[src/rtl/uart_pkg.sv]
// Shared UART definitions: receiver state encoding, data width and the odd-parity rule
// used by both the transmitter and the receiver.
package uart_pkg;

    localparam int unsigned UART_DATA_BITS = 8;

    typedef enum logic [2:0] {
        StIdle,
        StStart,
        StData,
        StParity,
        StStop,
        StBreak
    } uart_rx_state_e;

    // Parity bit that makes the total number of ones (data + parity) odd.
    function automatic logic odd_parity(input logic [UART_DATA_BITS-1:0] data);
        return ~(^data);
    endfunction

endpackage

[src/rtl/uart_sync2.sv]
// Two-flop synchronizer for a single asynchronous input; the reset value is configurable
// so idle-high lines do not glitch low out of reset.
module uart_sync2 #(
    parameter logic ResetVal = 1'b1
) (
    input  logic clk_i,
    input  logic rst_ni,
    input  logic d_i,
    output logic q_o
);

    logic meta_q;
    logic sync_q;

    always_ff @(posedge clk_i or negedge rst_ni) begin
        if (!rst_ni) begin
            meta_q <= ResetVal;
            sync_q <= ResetVal;
        end else begin
            meta_q <= d_i;
            sync_q <= meta_q;
        end
    end

    assign q_o = sync_q;

endmodule

[src/rtl/uart_rx.sv]
// UART receiver: start 0, 8 data bits MSB-first, optional odd parity, stop 1.
// Define UART_RX_PARITY_EN for 11-bit frames with parity; otherwise frames are 10 bits.
module uart_rx
    import uart_pkg::*;
#(
    parameter int unsigned CLKS_PER_BIT = 16
) (
    input  logic       clk_i,
    input  logic       rst_ni,
    input  logic       rx_i,
    output logic [7:0] read_data_o,
    output logic       read_rdy_o,
    output logic       parity_err_o,
    output logic       frame_err_o,
    output logic       busy_o
);

    localparam int unsigned CntW = $clog2(CLKS_PER_BIT);
    localparam int unsigned BitW = $clog2(UART_DATA_BITS);
    // The IDLE detect cycle is the first cycle of the half period, hence HALF-2.
    localparam logic [CntW-1:0] StartCnt = CntW'(CLKS_PER_BIT / 2 - 2);
    localparam logic [CntW-1:0] BitCnt   = CntW'(CLKS_PER_BIT - 1);
    localparam logic [BitW-1:0] LastBit  = BitW'(UART_DATA_BITS - 1);

    logic rx_s;

    uart_sync2 #(
        .ResetVal (1'b1)
    ) u_sync (
        .clk_i  (clk_i),
        .rst_ni (rst_ni),
        .d_i    (rx_i),
        .q_o    (rx_s)
    );

    uart_rx_state_e            state_q;
    logic [CntW-1:0]           cnt_q;
    logic [BitW-1:0]           bit_q;
    logic [UART_DATA_BITS-1:0] shift_q;
    logic [7:0]                data_q;
    logic                      rdy_q;
    logic                      ferr_q;
`ifdef UART_RX_PARITY_EN
    logic                      par_q;
    logic                      perr_q;
`endif

    always_ff @(posedge clk_i or negedge rst_ni) begin
        if (!rst_ni) begin
            state_q <= StIdle;
            cnt_q   <= '0;
            bit_q   <= '0;
            shift_q <= '0;
            data_q  <= '0;
            rdy_q   <= 1'b0;
            ferr_q  <= 1'b0;
`ifdef UART_RX_PARITY_EN
            par_q   <= 1'b0;
            perr_q  <= 1'b0;
`endif
        end else begin
            rdy_q <= 1'b0;
            case (state_q)
                StIdle: begin
                    if (!rx_s) begin
                        state_q <= StStart;
                        cnt_q   <= '0;
                        bit_q   <= '0;
                    end
                end
                StStart: begin
                    if (cnt_q == StartCnt) begin
                        cnt_q   <= '0;
                        state_q <= rx_s ? StIdle : StData;
                    end else begin
                        cnt_q <= cnt_q + CntW'(1);
                    end
                end
                StData: begin
                    if (cnt_q == BitCnt) begin
                        cnt_q   <= '0;
                        shift_q <= {shift_q[UART_DATA_BITS-2:0], rx_s};
                        bit_q   <= bit_q + BitW'(1);
                        if (bit_q == LastBit) begin
`ifdef UART_RX_PARITY_EN
                            state_q <= StParity;
`else
                            state_q <= StStop;
`endif
                        end
                    end else begin
                        cnt_q <= cnt_q + CntW'(1);
                    end
                end
`ifdef UART_RX_PARITY_EN
                StParity: begin
                    if (cnt_q == BitCnt) begin
                        cnt_q   <= '0;
                        par_q   <= rx_s;
                        state_q <= StStop;
                    end else begin
                        cnt_q <= cnt_q + CntW'(1);
                    end
                end
`endif
                StStop: begin
                    if (cnt_q == BitCnt) begin
                        cnt_q  <= '0;
                        rdy_q  <= 1'b1;
                        data_q <= shift_q;
                        ferr_q <= ~rx_s;
`ifdef UART_RX_PARITY_EN
                        perr_q <= (par_q != odd_parity(shift_q));
`endif
                        // A low stop bit may be a held line; wait for idle before rearming.
                        state_q <= rx_s ? StIdle : StBreak;
                    end else begin
                        cnt_q <= cnt_q + CntW'(1);
                    end
                end
                StBreak: begin
                    if (rx_s) begin
                        state_q <= StIdle;
                    end
                end
                default: state_q <= StIdle;
            endcase
        end
    end

    assign read_data_o = data_q;
    assign read_rdy_o  = rdy_q;
    assign frame_err_o = ferr_q;
    assign busy_o      = (state_q != StIdle);
`ifdef UART_RX_PARITY_EN
    assign parity_err_o = perr_q;
`else
    assign parity_err_o = 1'b0;
`endif

endmodule

[config.mk]
export PLATFORM = sky130hd
export DESIGN_NAME = uart_rx
export DESIGN_NICKNAME = d
export VERILOG_FILES = /design/src/rtl/uart_pkg.sv /design/src/rtl/uart_sync2.sv /design/src/rtl/uart_rx.sv
export SDC_FILE = /design/constraint.sdc
export NUM_CORES = 1
export LEC_CHECK = 0
export CORE_MARGIN = 1.5
export CORE_UTILIZATION = 30
export CTS_BUF_LIST = sky130_fd_sc_hd__clkbuf_8
export DETAILED_ROUTE_END_ITERATION = 7
export HOLD_SLACK_MARGIN = 0.12
export PLACE_DENSITY = 0.58
export SYNTH_ARGS = -nofsm -noshare
export SYNTH_HDL_FRONTEND = slang
export SYNTH_SLANG_ARGS = --single-unit
export TNS_END_PERCENT = 50
[constraint.sdc]
create_clock -name clk_i -period 2.1 [get_ports clk_i]
set_input_delay 0.315 -clock clk_i [delete_from_list [all_inputs] [get_ports clk_i]]
set_output_delay 0.315 -clock clk_i [all_outputs]
set_load 0.03 [all_outputs]
# == Word level (Yosys, flattened, before mapping) ==
# Index checks and enable logic that the tools add are counted.
# totals
reg_bits,30
output_inout_bits,12
elab_cells,53
# classes
n_addsub,2
eq_ne,13
mux,18
bitwise,1
reduce_logical,10
# op_table
operator,count
$mux 3,9
$pmux 3 s5,1
$mux 4,3
$pmux 4 s3,1
$ne 2x2->1 const B,5
$eq 3x3->1 const B,3
$pmux 3 s2,1
$reduce_and 2->1,3
$reduce_and 6->1,1
$reduce_bool 3->1,2
$add 4x1->4 const B,1
$eq 4x3->1 const B,1
$eq 4x4->1 const B,1
$add 3x1->3 const B,1
$eq 3x1->1 const B,1
$eq 3x2->1 const B,1
$logic_not 3->1,1
$reduce_and 3->1,1
$mux 1,2
$mux 2,1
$ne 2x1->1 const B,1
$reduce_bool 2->1,1
$reduce_or 2->1,1
$not 1->1,1

# == Longest topological paths before layout ==
# Gate-level depths: netlist of the first run.
# logic_depth
ltp_word,4
ltp_mapped,6
depth_no_buf,6

# == By module ==
# Synthesis of the first run repeated with hierarchy kept, for this count alone.
# unflattened
hier_cells,124
hier_area_um2,1357.6
# by_module_without_submodules
mod,n_inst,cells_per_inst,area_per_inst_um2,seq_area_each_um2
uart_rx,1,122,1305.0,700.7
uart_sync2,1,2,52.6,52.6

# == Least setup slack after synthesis of the first run ==
# OpenSTA, ideal clock, no wires.
# synth_path
kind,register to register
from,register cnt_q[1]
to,register bit_q[0]
setup_time_ns,0.125
arrival_time_ns,1.390
t_required_ns,1.975
setup_slack_ns,0.585
path_stages_with_launch,6
path_buffers,1
period_less_slack_ns,1.515
cell_sequence,dfrtp_1 -> ha_1 -> and3_4 -> and3_2 -> buf_2 -> mux2_4
# synth_via
elab_chain_cells,3
# synth_rtl
item,line,rtl
start: declaration,uart_rx.sv:37,logic [CntW-1:0] cnt_q;
start signal: assignment,uart_rx.sv:76,cnt_q <= cnt_q + CntW'(1);
start signal: assignment,uart_rx.sv:92,cnt_q <= cnt_q + CntW'(1);
start signal: assignment,uart_rx.sv:118,cnt_q <= cnt_q + CntW'(1);
$eq 4x4->1,uart_rx.sv:80,if (cnt_q == BitCnt) begin
$ne 2x2->1 (no line),--,
$reduce_and 3->1 (no line),--,
end signal: assignment,uart_rx.sv:83,bit_q <= bit_q + BitW'(1);
end: declaration,uart_rx.sv:38,logic [BitW-1:0] bit_q;
# No other way between the ends.
# A chain may end at the register's enable or synchronous reset.

# == Worst setup path in the final report of the first run ==
# layout_path
from,register state_q[0]
to,output port busy_o
# layout_via
elab_chain_cells,1
# layout_rtl
item,line,rtl
start: declaration,uart_rx.sv:36,uart_rx_state_e state_q;
start signal: assignment,uart_rx.sv:50,state_q <= StIdle;
start signal: assignment,uart_rx.sv:66,state_q <= StStart;
start signal: assignment,uart_rx.sv:74,state_q <= rx_s ? StIdle : StData;
$reduce_bool 3->1,uart_rx.sv:134,assign busy_o = (state_q != StIdle);
end: declaration,uart_rx.sv:15,output logic busy_o
# No other way between the ends.

==> flow_summary.ini, run 1 <==
[floorplan]
ios = 15
die_h_um = 70.5
die_w_um = 70.5
initial_utilization_pct = 31.2
dieArea_mm2 = 0.00498
core-area_mm2 = 0.00438
num_rows = 24

[worst_hold_path]
hold_path.class = reg -> reg

[clock_network]
numCtsBuffers = 5
clock_path_buffers = 2
cts_sinks = 30
root_buffer = clkbuf_8
clk_latency_ps = 280
clk_transition_reported_paths_ps = 60
cts_hold_buffers = 0
cts_tree = yes
htreeDepth = 2

[drt]
drt_pass1_iterations = 5
drcViolationCount = 0
drtIter0Drc = 34
wl_per_cell_um = 12.6
drtAntennaViolNets = 0
via_per_inst = 4.77
routed-via-count = 887
wl_mm = 2.34

[timing]
rsz0062_at_grt = false
finalHoldViolCount = 0
final.min_clock_period_ps = 2010
fmaxAchievable_mhz = 498
setup_ws_ps = 93.2
skew_ps = 8.10
finalSetupTns_ps = 0
finalMaxSlewViolations = 0
setup_viol = 0
period_share_pct = 95.6

[logic_synthesis]
ys_dominant_reg_cell = dfrtp_1
synthArstFlopShare_pct = 100
syn_nets = 125
synth_edf_count = 0
synth.avg_cell_area_um2 = 11.6
syn_inst = 118
ys_seq_area_share_pct = 55.0
synth_area_mm2 = 0.00137
synth_cell_types = 37
ys_seq_elements = 30
ys_warn_count = 0

[critical_path]
cp.required_ps = 1780
timing.rr.end = bit_q[0]$_DFFE_PN0P_
cp_max_fo = 8
reg2reg_slack_ps = 450
critical_path_arrival_ps = 1690
endpoint_kind = output port
max_stage_delay_ps = 590
slowest_stage = clkdlybuf4s50_1
setup.worst_path.class = reg -> out
reg2reg_depth = 5
crit_path_cell_trace = nor3_4 -> inv_2 -> clkdlybuf4s50_1
cp-startpoint = state_q[0]$_DFFE_PN0P_
r2r_start = cnt_q[1]$_DFFE_PN0P_
crit_end = busy_o
cp-start-kind = flip-flop

[global_route]
grt_pass1_vias = 930
grt_max_degree = 31
antenna_found_initial = 0
grt_pass1_wl_mm = 4.29
grt.total_usage_pct = 11.3
grt-ovfl-total = 0

[layout]
multi_input_area_um2 = 547
areaGrowthSynthToFinish_pct = 17.6
final_nets = 140
ff_latch_area_um2 = 754
finish.utilization_pct = 36.7
nFillCells = 436
diodes = 0
drive_gt1_share_pct = 25.4

[placed_design]
place_congestion = 0.798
portBuffers = 13
dpl.hpwl_mm = 1.64
dpl_worst_slack_ps = 351

[pwr]
p_total_mw = 1.59
power.leakage_nw = 0.782
p_per_area_mw_per_mm2 = 989
vdd_ir_drop_max_uv = 515

[status]
outcome = completed

[run]
max-cap-violations = 0
## per-layer routing
layer / track usage (%) / up-vias / routed length, um
li1: - / 428 / -
met1: 13.3 / 430 / 1020
met2: 17.6 / 22 / 1150
met3: 4.27 / 7 / 112
met4: 6.50 / 0 / 64
met5: 0 / - / 0
## Yosys cell counts (2+ instances only)
cell | n | area share (%)
dfrtp_1 | 28 | 51
nand2_1 | 25 | 6.9
mux2_2 | 9 | 7.4
o21ai_0 | 5 | 1.8
buf_6 | 4 | 3.3
ha_1 | 4 | 3.7
nor2_1 | 4 | 1.1
a21oi_1 | 2 | 0.73
a22o_2 | 2 | 1.5
dfstp_2 | 2 | 3.8
inv_1 | 2 | 0.55
nand2b_1 | 2 | 0.91
nand3_1 | 2 | 0.73
nand3_2 | 2 | 1.5
nor3_1 | 2 | 0.73
o21ai_1 | 2 | 0.73
## flip-flops by register name, summed over array words and instances (netlist names)
signal,count
read_rdy_o,1
u_sync.meta_q,1
bit_q,3
read_data_o,8
frame_err_o,1
state_q,3
shift_q,8
cnt_q,4
u_sync.q_o,1
## kinds of logic after synthesis
group | after synthesis | share of synthesized area (%)
AND/OR/NAND/NOR | 44 | 16.6
flip-flops | 30 | 55.0
AO/OA/AOI/OAI | 17 | 8.68
multiplexers | 11 | 9.23
buffers and inverters | 9 | 5.03
adder cells (fa/ha/maj) | 5 | 4.48
other | 1 | 0.274
XOR/XNOR | 1 | 0.640
## area by class of cell
type,count,area share [%]
sequential,30,46.9
multi-input combinational,79,34.0
timing repair buffer,14,8.55
clock buffer,6,5.13
tap,52,4.04
clock inverter,2,0.777
inverter,3,0.699
## worst min-delay path by stage
stage | startpoint | to | slack, ps | cells after the start
CTS | u_sync.meta_q$_DFF_PN1_ | u_sync.q_o$_DFF_PN1_ | 360 | 0
finish | u_sync.meta_q$_DFF_PN1_ | u_sync.q_o$_DFF_PN1_ | 360 | 0
global route | u_sync.meta_q$_DFF_PN1_ | u_sync.q_o$_DFF_PN1_ | 370 | 0
floorplan | rst_ni | bit_q[0]$_DFFE_PN0P_ | 20 | 0
detailed placement | u_sync.meta_q$_DFF_PN1_ | u_sync.q_o$_DFF_PN1_ | 350 | 0
global placement | u_sync.meta_q$_DFF_PN1_ | u_sync.q_o$_DFF_PN1_ | 350 | 0
## power breakdown
part	total [mW]	leakage [nW]	switching, mW	internal, mW
Combinational	0.386	0.331	0.220	0.166
Sequential	0.728	0.404	0.0950	0.633
Clock	0.479	0.0472	0.216	0.263
## what timing repair did
action | 4_1_cts | 5_1_grt
buffers inserted | 0 | 0
endpoints found under the setup margin | 0 | 1
hold endpoints to repair | 0 | 0
gates resized for setup | 0 | 1
## stage by stage
stage | std cells | instance area (um2) | hold slack (ps)
4_1_cts | 186 | 1610 | 359
6_report | 186 | 1610 | 357
3_3_place_gp | 178 | 1510 | 350
5_1_grt | 186 | 1610 | 366
3_5_place_dp | 178 | 1510 | 348
2_1_floorplan | 118 | 1370 | 19.4
## critical path: cells and delay by family (launching register included)
family / cells / cell delay (ps)
flip-flops: 1 / 500
buffers and inverters: 2 / 640
AND/OR/NAND/NOR: 1 / 270
## layout by cell type (no fill, tap or decap), types with 4 or more instances in the layout
| cell | synthesis | layout |
|---|---|---|
| clkdlybuf4s50_1 | 0 | 13 |
| dfrtp_1 | 28 | 27 |
| nand2_1 | 25 | 25 |
| o21ai_0 | 5 | 5 |
| nor2_1 | 4 | 4 |
| ha_1 | 4 | 4 |
| clkbuf_8 | 0 | 6 |
| mux2_2 | 9 | 9 |
No activity file was read; power rests on OpenSTA's default activity.
==> inputs of run 2 (changes only) <==
- CORE_UTILIZATION: 30 -> 55
- PLACE_DENSITY: 0.58 -> 0.88
==> run 2 against run 1 <==
  * Global-route usage rose by 11 points
  * Maximum frequency down 0.95%
  * Via count up 1.9%
  * Cell count fell by 13%
  * Sequential power is essentially flat
  * Design area down 1.2%
  * First-iteration DRC count is 32% lower
  * Combinational power is essentially flat
  * Core utilization up 33 points
  * Clock skew is 2.1 ps lower
  * Largest cell class unchanged
==> flow_summary.ini, run 2 (synthesis gave the netlist of run 1 again) <==
[floorplan]
core-area_mm2 = 0.00228
die_w_um = 52.9
die_h_um = 52.9
initial_utilization_pct = 60.1
dieArea_mm2 = 0.00280
ios = 15
num_rows = 17

[run]
max-cap-violations = 0

[pwr]
power.share.clock_pct = 33.2
switching_share_pct = 31.5
p_per_area_mw_per_mm2 = 1050
pwr-share-comb_pct = 23.0
switching_power_mw = 0.527
power.leakage_nw = 0.796
seq_power_share_pct = 43.8
vdd_ir_drop_max_uv = 780
power.internal_mw = 1.14

[placed_design]
dpl.hpwl_mm = 1.60
place_congestion = 0.699
portBuffers = 13

[layout]
nFillCells = 151
ff_latch_area_um2 = 754
mostFrequentLayoutCells = dfrtp_1 (27), nand2_1 (25), clkdlybuf4s50_1 (13), mux2_2 (9)
drive_gt1_share_pct = 23.9
final_common_cell = dfrtp_1
final_nets = 140
multi_input_area_um2 = 547
diodes = 0
areaGrowthSynthToFinish_pct = 16.3

[clock_network]
htreeDepth = 2
clk_latency_ps = 280
clock_path_buffers = 2
cts_tree = yes
clk_transition_reported_paths_ps = 60
numCtsBuffers = 5
root_buffer = clkbuf_8
cts_hold_buffers = 0
cts_sinks = 30

[timing]
setup_viol = 0
final.min_clock_period_ps = 2030
skew_ps = 6.00
finalHoldViolCount = 0
finalSetupTns_ps = 0
hold_slack_ps = 355
finalMaxSlewViolations = 0
rsz0062_at_grt = false
fmaxAchievable_mhz = 494
period_share_pct = 96.5

[critical_path]
critical_path_arrival_ps = 1710
cp_max_fo = 8
slowest_stage = clkdlybuf4s50_1
cp-start-kind = flip-flop
setup.worst_path.class = reg -> out
r2r_start = cnt_q[1]$_DFFE_PN0P_
cp-startpoint = state_q[0]$_DFFE_PN0P_
cp.required_ps = 1780
endpoint_kind = output port
crit_path_cell_trace = nor3_4 -> inv_2 -> clkdlybuf4s50_1
max_stage_delay_ps = 590

[global_route]
grt_max_degree = 31
grt_pass1_vias = 901
grt-ovfl-total = 0
grt_pass1_wl_mm = 4.28
grt.total_usage_pct = 22.6
antenna_found_initial = 0

[drt]
drtIter0Drc = 23
drtAntennaViolNets = 0
routed-via-count = 904
drt_pass1_iterations = 4
via_per_inst = 5.58
drcViolationCount = 0
wl_mm = 2.44
wl_per_cell_um = 15.0

[worst_hold_path]
hp-start = u_sync.meta_q$_DFF_PN1_
hold_path.class = reg -> reg

[status]
outcome = completed
## run 2: layer usage
layer / share of wire, % / GRT usage [%]
met1: 44 / 28.1
met2: 51 / 35.4
met3: 3.2 / 5.08
met4: 2.3 / 14.5
met5: 0 / 0
## run 2: power groups by stage
stage / sequential [mW] / combinational, mW / clock [mW]
6_report: 0.731 / 0.383 / 0.555
5_1_grt: 0.746 / 0.421 / 0.585
4_1_cts: 0.727 / 0.384 / 0.562
3_5_place_dp: 0.736 / 0.377 / 0
3_3_place_gp: 0.727 / 0.360 / 0
2_1_floorplan: 0.681 / 0.366 / 0
## run 2: through the flow
step           power (mW)  cell area, um2  utilization (%)  instances  setup slack (ps)
2_1_floorplan        1.05            1370                -        118               585
3_3_place_gp         1.09            1480             65.2        154               378
3_5_place_dp         1.11            1480             65.2        154               356
4_1_cts              1.67            1590             69.9        162              37.8
5_1_grt              1.75            1590             69.9        162              11.8
6_report             1.67            1590             69.9        162              74.0
## run 2: worst max-delay path, delay by kind of cell, from the launching register on
family                 cells  cell delay [ps]
buffers and inverters      2              640
flip-flops                 1              510
AND/OR/NAND/NOR            1              280
## run 2: timing repair
action | CTS | global route
setup buffers | 0 | 0
hold endpoints to repair | 0 | 0
gates resized for setup | 0 | 1
endpoints found under the setup margin | 0 | 1
## run 2: final cells by class
| type | count | area share, % |
|---|---|---|
| Inverter | 3 | 0.708 |
| Sequential cell | 30 | 47.4 |
| Timing Repair Buffer | 14 | 8.65 |
| Multi-Input combinational cell | 79 | 34.4 |
| Tap cell | 28 | 2.20 |
| Clock inverter | 3 | 2.36 |
| Clock buffer | 5 | 4.32 |
## run 2: final timing paths
path | end | slack (ps) | cells past startpoint
min in group asynchronous | cnt_q[0]$_DFFE_PN0P_ | 420 | 2
min reg2reg | u_sync.q_o$_DFF_PN1_ | 350 | 0
max | busy_o | 70 | 3
max in group asynchronous | u_sync.q_o$_DFF_PN1_ | 1370 | 2
max reg2reg | bit_q[0]$_DFFE_PN0P_ | 500 | 5
min | u_sync.q_o$_DFF_PN1_ | 350 | 0
==> inputs of run 3 (changes only) <==
- clock period: 2.1 -> 2 ns (I/O delays scaled with it)
==> run 3 against run 2 <==
  * Core utilization fell by 0.44 points
  * Global-route usage barely moved
  * Clock power is 12% lower
  * Hold slack gained 3.1 ps
  * Wire length up 1.1%
  * Critical path depth is the same
  * Largest cell class unchanged
==> flow_summary.ini, run 3 (synthesis gave the netlist of run 1 again) <==
[clock_network]
numCtsBuffers = 5
clk_latency_ps = 280
cts_tree = yes
clock_path_buffers = 2
post_cts_buffers = 0
clk_transition_reported_paths_ps = 60
cts_sinks = 30
htreeDepth = 2
root_buffer = clkbuf_8

[critical_path]
max_stage_delay_ps = 500
crit_path_cell_trace = nor3_4 -> inv_2 -> dlygate4sd2_1
cp-start-kind = flip-flop
slowest_stage = dfrtp_1
cpLargestDelayFamily = flip-flops
critical_path_arrival_ps = 1470
setup.worst_path.class = reg -> out
critPathBufInv = 2
cp.required_ps = 1700
reg2reg_slack_ps = 390
cp_max_fo = 8
endpoint_kind = output port

[status]
outcome = completed

[floorplan]
ios = 15
dieArea_mm2 = 0.00280
num_rows = 17
die_w_um = 52.9
initial_utilization_pct = 60.1
die_h_um = 52.9
core-area_mm2 = 0.00228

[global_route]
grt.total_usage_pct = 22.6
grt_max_degree = 31
grt_pass1_vias = 888
grt_pass1_wl_mm = 4.27
antenna_found_initial = 0
grt-ovfl-total = 0

[layout]
drive_gt1_share_pct = 24.4
nFillCells = 138
mostFrequentLayoutCells = dfrtp_1 (28), nand2_1 (25), clkdlybuf4s50_1 (12), mux2_2 (9), clkbuf_8 (6)
diodes = 0
final_nets = 141
final_common_cell = dfrtp_1
ff_latch_area_um2 = 753
layout.cells.non_filler = 163
areaGrowthSynthToFinish_pct = 15.5
multi_input_area_um2 = 547
finish.utilization_pct = 69.5

[timing]
skew_ps = 4.87
final.min_clock_period_ps = 1770
finalSetupTns_ps = 0
hold_slack_ps = 358
finalMaxSlewViolations = 0
period_share_pct = 88.3
setup_viol = 0
rsz0062_at_grt = false
finalHoldViolCount = 0
fmaxAchievable_mhz = 566

[placed_design]
place_inst = 155
dpl.hpwl_mm = 1.71
portBuffers = 13
place_congestion = 0.822

[pwr]
power.internal_mw = 1.11
p_per_area_mw_per_mm2 = 1050
vdd_ir_drop_max_uv = 953
seq_power_share_pct = 44.8
pwr-share-comb_pct = 25.9
power.leakage_nw = 0.795
switching_power_mw = 0.551
power.share.clock_pct = 29.3
switching_share_pct = 33.1

[drt]
via_per_inst = 5.52
drcViolationCount = 0
wl_per_cell_um = 15.1
wl_mm = 2.46
drt_pass1_iterations = 4
drtAntennaViolNets = 0
drtIter0Drc = 22
routed-via-count = 899

[worst_hold_path]
hold_path.class = reg -> reg

[run]
max-cap-violations = 0
==> run 3: changes by cell type in the layout (fill, tap and decap cells not counted), sizes merged <==
cell,previous run,this run
clkdlybuf4s50,13,12
dlygate4sd2,0,1
bufinv,1,0
buf,1,2
clkinv,0,1
clkbuf,5,6
inv,5,4
==> run 3: worst reg2reg max path: stages, from the launching register on <==
cell,delay (ps)
dfrtp_1,390
ha_1,210
and3_4,230
nand3_2,200
o21a_1,210
mux2_4,260
==> run 3: routing by layer <==
metal | vias to the layer above | routed length [um] | global-route usage [%]
met5 | - | 0 | 0
met4 | 0 | 47 | 10.3
met3 | 6 | 92 | 7.63
met2 | 19 | 1250 | 35.6
met1 | 442 | 1070 | 28.0
li1 | 432 | - | -
==> run 3: repair_timing <==
item | 4_1_cts | 5_1_grt
setup endpoints to repair | 1 | 0
resized for setup | 1 | 0
hold buffers | 0 | 0
==> run 3: path summary, 6_finish.rpt <==
check | startpoint | depth (start not counted) | endpoint
max | state_q[0]$_DFFE_PN0P_ | 3 | busy_o
min | u_sync.meta_q$_DFF_PN1_ | 0 | u_sync.q_o$_DFF_PN1_
max reg2reg | cnt_q[1]$_DFFE_PN0P_ | 5 | bit_q[0]$_DFFE_PN0P_
min reg2reg | u_sync.meta_q$_DFF_PN1_ | 0 | u_sync.q_o$_DFF_PN1_
max in group asynchronous | rst_ni | 2 | u_sync.meta_q$_DFF_PN1_
min in group asynchronous | rst_ni | 2 | state_q[1]$_DFFE_PN0P_
==> run 3: final cells by class <==
class	instances	area share, %
Multi-Input combinational cell	79	34.6
Tap cell	28	2.22
Inverter	3	0.712
Timing Repair Buffer	15	9.10
Sequential cell	30	47.6
Clock inverter	2	0.554
Clock buffer	6	5.22
==> run 3: stage by stage <==
stage / setup WS (ps) / area [um2] / power, mW
floorplan: 485 / 1370 / 1.10
global route: 162 / 1580 / 1.76
CTS: 233 / 1580 / 1.67
detailed placement: 308 / 1490 / 1.19
global placement: 339 / 1490 / 1.16
finish: 235 / 1580 / 1.66
==> run 3: power groups by stage <==
stage               registers, mW  logic, mW  clock network [mW]
finish                      0.744      0.430               0.487
global route                0.753      0.487               0.524
CTS                         0.741      0.429               0.499
detailed placement          0.751      0.435                   0
global placement            0.744      0.414                   0
floorplan                   0.715      0.385                   0
